===== config.mk =====
export PLATFORM = sky130hd
export DESIGN_NAME = cpu_instr_fetch
export DESIGN_NICKNAME = d
export VERILOG_FILES = /design/src/rtl/cpu_instr_fetch.sv
export SDC_FILE = /design/constraint.sdc
export NUM_CORES = 1
export LEC_CHECK = 0
export CORE_MARGIN = 2
export CORE_UTILIZATION = 44
export DETAILED_ROUTE_END_ITERATION = 16
export PLACE_DENSITY = 0.78
export SLEW_MARGIN = 15
export SYNTH_ARGS = -nofsm -noshare
export SYNTH_HDL_FRONTEND = slang
export SYNTH_SLANG_ARGS = --single-unit

===== constraint.sdc =====
create_clock -name clk_i -period 1.5 [get_ports clk_i]
set_input_delay 0.225 -clock clk_i [delete_from_list [all_inputs] [get_ports clk_i]]
set_output_delay 0.225 -clock clk_i [all_outputs]
set_load 0.02 [all_outputs]

===== src/rtl/cpu_instr_fetch.sv =====
// ----------------------------------------------------------------------------
// cpu_instr_fetch
//   Instruction fetch sequencer between a synchronous program memory and the
//   control FSM. It owns the program counter and reads one opcode per
//   instruction (1-cycle read latency). It presents the opcode on operation_o
//   and pulses exec_enable_o until the control FSM acknowledges with pc_inc_i.
//
//   Optional feature macro: FETCH_BREAKPOINT_EN (adds a PC breakpoint that
//   blocks run-initiated fetches; a step edge runs through it).
//
// Ports
//   clk_i          system clock
//   rst_ni         asynchronous active-low reset
//   run_i          level: fetch and issue continuously while high
//   step_i         rising edge requests one instruction (honoured in IDLE)
//   pc_inc_i       acknowledge from the control FSM (sampled in ISSUE)
//   mem_rd_o       program memory read strobe
//   mem_addr_o     program memory address (= PC)
//   mem_data_i     read data, valid the cycle after mem_rd_o
//   operation_o    latched opcode
//   exec_enable_o  execute request to the control FSM
//   pc_o           current PC
//   busy_o         high whenever the sequencer is not IDLE
//   bp_en_i        (FETCH_BREAKPOINT_EN) breakpoint enable
//   bp_addr_i      (FETCH_BREAKPOINT_EN) breakpoint address
//   bp_hit_o       (FETCH_BREAKPOINT_EN) sticky breakpoint-hit flag
// ----------------------------------------------------------------------------
module cpu_instr_fetch #(
    parameter int unsigned PC_W = 8,
    parameter int unsigned OP_W = 4
) (
    input  logic            clk_i,
    input  logic            rst_ni,
    input  logic            run_i,
    input  logic            step_i,
    input  logic            pc_inc_i,
    output logic            mem_rd_o,
    output logic [PC_W-1:0] mem_addr_o,
    input  logic [OP_W-1:0] mem_data_i,
    output logic [OP_W-1:0] operation_o,
    output logic            exec_enable_o,
    output logic [PC_W-1:0] pc_o,
    output logic            busy_o
`ifdef FETCH_BREAKPOINT_EN
    ,
    input  logic            bp_en_i,
    input  logic [PC_W-1:0] bp_addr_i,
    output logic            bp_hit_o
`endif
);

    typedef enum logic [2:0] {
        S_IDLE,
        S_FETCH,
        S_WAIT,
        S_ISSUE,
        S_GAP,
        S_EXEC
    } state_t;

    state_t          r_state;
    logic [PC_W-1:0] r_pc;
    logic [OP_W-1:0] r_op;
    logic            r_step_q;
    logic            r_mem_rd;
    logic            r_exec_en;
    logic            r_busy;

    logic            w_step_edge;
    logic            w_run_fetch;   // run asks for a fetch and nothing blocks it
    logic            w_bp_trip;     // run asks for a fetch but the breakpoint stops it

    assign w_step_edge = step_i & ~r_step_q;

`ifdef FETCH_BREAKPOINT_EN
    logic r_bp_hit;
    logic w_run_go;
    logic w_bp_match;

    assign w_run_go    = run_i & ~r_bp_hit;
    assign w_bp_match  = bp_en_i && (r_pc == bp_addr_i);
    assign w_run_fetch = w_run_go & ~w_bp_match;
    assign w_bp_trip   = w_run_go & w_bp_match;
    assign bp_hit_o    = r_bp_hit;
`else
    assign w_run_fetch = run_i;
    assign w_bp_trip   = 1'b0;
`endif

    // Outputs are flops loaded together with the state transition, so they
    // always reflect the registered state and never glitch.
    always_ff @(posedge clk_i or negedge rst_ni) begin
        if (!rst_ni) begin
            r_state   <= S_IDLE;
            r_pc      <= '0;
            r_op      <= '0;
            r_step_q  <= 1'b0;
            r_mem_rd  <= 1'b0;
            r_exec_en <= 1'b0;
            r_busy    <= 1'b0;
`ifdef FETCH_BREAKPOINT_EN
            r_bp_hit  <= 1'b0;
`endif
        end else begin
            r_step_q  <= step_i;
            r_mem_rd  <= 1'b0;
            r_exec_en <= 1'b0;
            case (r_state)
                S_IDLE: begin
                    // A step edge coinciding with run still starts just one fetch.
                    if (w_step_edge) begin
                        r_state  <= S_FETCH;
                        r_mem_rd <= 1'b1;
                        r_busy   <= 1'b1;
`ifdef FETCH_BREAKPOINT_EN
                        r_bp_hit <= 1'b0;
`endif
                    end else if (w_run_fetch) begin
                        r_state  <= S_FETCH;
                        r_mem_rd <= 1'b1;
                        r_busy   <= 1'b1;
                    end else begin
                        r_busy   <= 1'b0;
                    end
`ifdef FETCH_BREAKPOINT_EN
                    if (!w_step_edge && w_bp_trip) begin
                        r_bp_hit <= 1'b1;
                    end
`endif
                end
                S_FETCH: begin
                    r_state <= S_WAIT;
                end
                S_WAIT: begin
                    r_op      <= mem_data_i;
                    r_state   <= S_ISSUE;
                    r_exec_en <= 1'b1;
                end
                S_ISSUE: begin
                    if (pc_inc_i) begin
                        r_pc    <= r_pc + PC_W'(1);
                        r_state <= S_EXEC;
                    end else begin
                        r_state <= S_GAP;
                    end
                end
                S_GAP: begin
                    // One low cycle so the control FSM sees a fresh rising edge.
                    r_state   <= S_ISSUE;
                    r_exec_en <= 1'b1;
                end
                S_EXEC: begin
                    if (w_run_fetch) begin
                        r_state  <= S_FETCH;
                        r_mem_rd <= 1'b1;
                    end else begin
                        r_state  <= S_IDLE;
                        r_busy   <= 1'b0;
                    end
`ifdef FETCH_BREAKPOINT_EN
                    if (w_bp_trip) begin
                        r_bp_hit <= 1'b1;
                    end
`endif
                end
                default: begin
                    r_state <= S_IDLE;
                    r_busy  <= 1'b0;
                end
            endcase
        end
    end

    assign mem_rd_o      = r_mem_rd;
    assign mem_addr_o    = r_pc;
    assign pc_o          = r_pc;
    assign operation_o   = r_op;
    assign exec_enable_o = r_exec_en;
    assign busy_o        = r_busy;

endmodule


==> results of run 1 <==
synth_stat cells, drive strengths merged (2+ instances only):
cell,instances
nand2,8
xnor2,5
nand3,2
xor2,4
nor2,5
nand2b,2
buf,11
dfrtp,19
mux2,4
nor3,3
power groups by stage:
stage,registers [mW],logic [mW],clock network [mW]
after global routing,0.985,1.11,0.282
final,0.946,1.02,0.248
after detailed placement,0.969,1.12,0
after floorplan,1.01,0.704,0
after global placement,0.951,1.10,0
after CTS,0.953,1.05,0.257
cells by family after synthesis:
group / count (synthesis) / share of synthesized area (%)
compound gates: 6 / 4.87
xor+xnor: 9 / 8.51
fa+ha+maj: 1 / 1.35
buf+inv: 12 / 9.86
flops: 19 / 51.4
mux: 4 / 4.86
simple gates: 27 / 19.2
final timing paths:
| kind | to | slack, ps | cells past startpoint |
|---|---|---|---|
| worst max-delay path | exec_enable_o | 40 | 1 |
| worst min-delay path | operation_o[2] | 260 | 2 |
| worst max register to register | operation_o[3] | 170 | 3 |
| worst min register to register | mem_addr_o[7] | 500 | 1 |
| max in group asynchronous | mem_addr_o[2] | 1040 | 2 |
| min in group clk_i | r_step_q | 390 | 1 |
per-layer routing:
metal  wire length (µm)  track usage (%)  share of wire, %
met5                  0                0                 0
met4                 17             5.56               1.1
met3                 71             2.73               4.7
met2                734             22.2                48
met1                697             19.3                46
cell type report:
class	instances	area share (%)
multi-input combinational	47	29.8
timing repair buffer	32	25.4
inverter	1	0.312
sequential	19	39.5
clock buffer	4	2.18
tap	27	2.80
state kept, by name, summed over array words and instances (netlist names):
name,count
operation_o,4
r_step_q,1
mem_addr_o,8
r_state,3
busy_o,1
mem_rd_o,1
exec_enable_o,1
stage by stage:
step                      cell area [µm²]  std cells  util [%]  hold WS [ps]
after CTS                            1190        130      60.3           263
after global placement               1190        126      60.0           487
after floorplan                       926         78         -         -70.6
final                                1200        130      60.8           261
after detailed placement             1190        126      60.0           495
after global routing                 1200        130      60.8           271
==> qor.yml, run 1 <==
grt_max_degree: 20
cts_tree: "yes"
viasPerCell: 5.01
rsz0062_at_grt: "no"
dpl.hpwl_um: 1160
fin_skew_ps: 1.69
total_power_mw: 2.21
core.rowCount: 16
antenna_cells: 0
die_y_um: 49.9
tightest_slew_ps: 396
syn_area_per_cell_um2: 11.9
power.switching_uw: 905
path_cells: "clkdlybuf4s50_1"
die_w_um: 49.9
startpoint_type: "register"
place_congestion: 0.817
p_leak_nw: 0.640
clkTransAtPathRegs_ps: 100
multi_input_area_um2: 359
p_int_mw: 1.31
ys_seq_area_share_pct: 51.4
drc: 0
drt_iter0_markers: 3
synth_edf_count: 0
post-place-ws_ps: 63.1
endpoint_kind: "output pin"
cts_root_buffer: "clkbuf_4"
hold_viol: 0
fp.coreArea_um2: 1980
cts_sinks: 19
tns_ps: 0
slowest_delay_ps: 610
grt_pass1_wl_um: 2670
routedWlPerCell_um: 11.7
finalSetupViolCount: 0
synth.top_cell.area_share_pct: 51.4
combPwrFrac_pct: 46.0
critPathMaxFanout: 1
via_count: 651
synth.distinct_cells: 28
synth_top_cell_by_area: "dfrtp_1"
worstPathArrival_ps: 1230
worst-path-buf-inv: 1
netlist_area_um2: 926
critical_path.top_delay_family: "buffers and inverters"
drtPass1Iterations: 4
fmax_mhz: 687
synth_area_leaders: "dfrtp_1 (51%), buf_4 (6.5%), mux2_2 (4.9%)"
final_common_cell: "dfrtp_1"
finalNetCount: 114
slew_violations: 0
synth-seq-cells: 19
powerDensity_nw_per_um2: 1840
fillers: 165
maxCapViolations: 0
r2r_start: "r_state[0]"
syn_to_final_growth_pct: 30.1
criticalPathCategory: "reg2out"
startpoint: "exec_enable_o"
period_needed_ps: 1460
yosys_most_used_dff: "dfrtp_1"
grt_pass1_vias: 598
ff_latch_area_um2: 475
clk_path_buf_depth: 2
period_share_pct: 97.0
drive_gt1_share_pct: 10.7
ant_nets: 0
io_buffers: 31
setup_slack_ps: 44.6
clkPwrFrac_pct: 11.2
cts_resized: 17
gr-total-overflow: 0
slowest_stage: "clkdlybuf4s50_1"
hold_class: "in2async"
cts_max_level: 1
status: "finished clean"
post_cts_buffers: 0
cp.required_ps: 1270
maxSlewHeadroom_pct: 73.6
worstSkewPairLatency_ps: 290
synth_nets: 88
synthCells: 78
synthArstFlopShare_pct: 100
routed_wl_um: 1520
cts_hold_buf: 0
p_sw_share_pct: 40.9
grt.total_usage_pct: 14.1
die_area_um2: 2490
p_seq_share_pct: 42.8
synth-warning-count: 0
start_util_pct: 46.7
final_cell_mix: "dfrtp_1 (19), dlygate4sd2_1 (17), clkdlybuf4s50_1 (10)"
ioPinCount: 32
peakVddDrop_uv: 952
cts_buffers: 3
antenna_found_initial: 0
Note: power is estimated with default switching activity, not from simulation.
==> run 2: changes to the inputs <==
- GPL_ROUTABILITY_DRIVEN: unset -> 0
==> results of run 2 <==
Same layout as run 1: the final DEF is identical, and so are final timing and power.
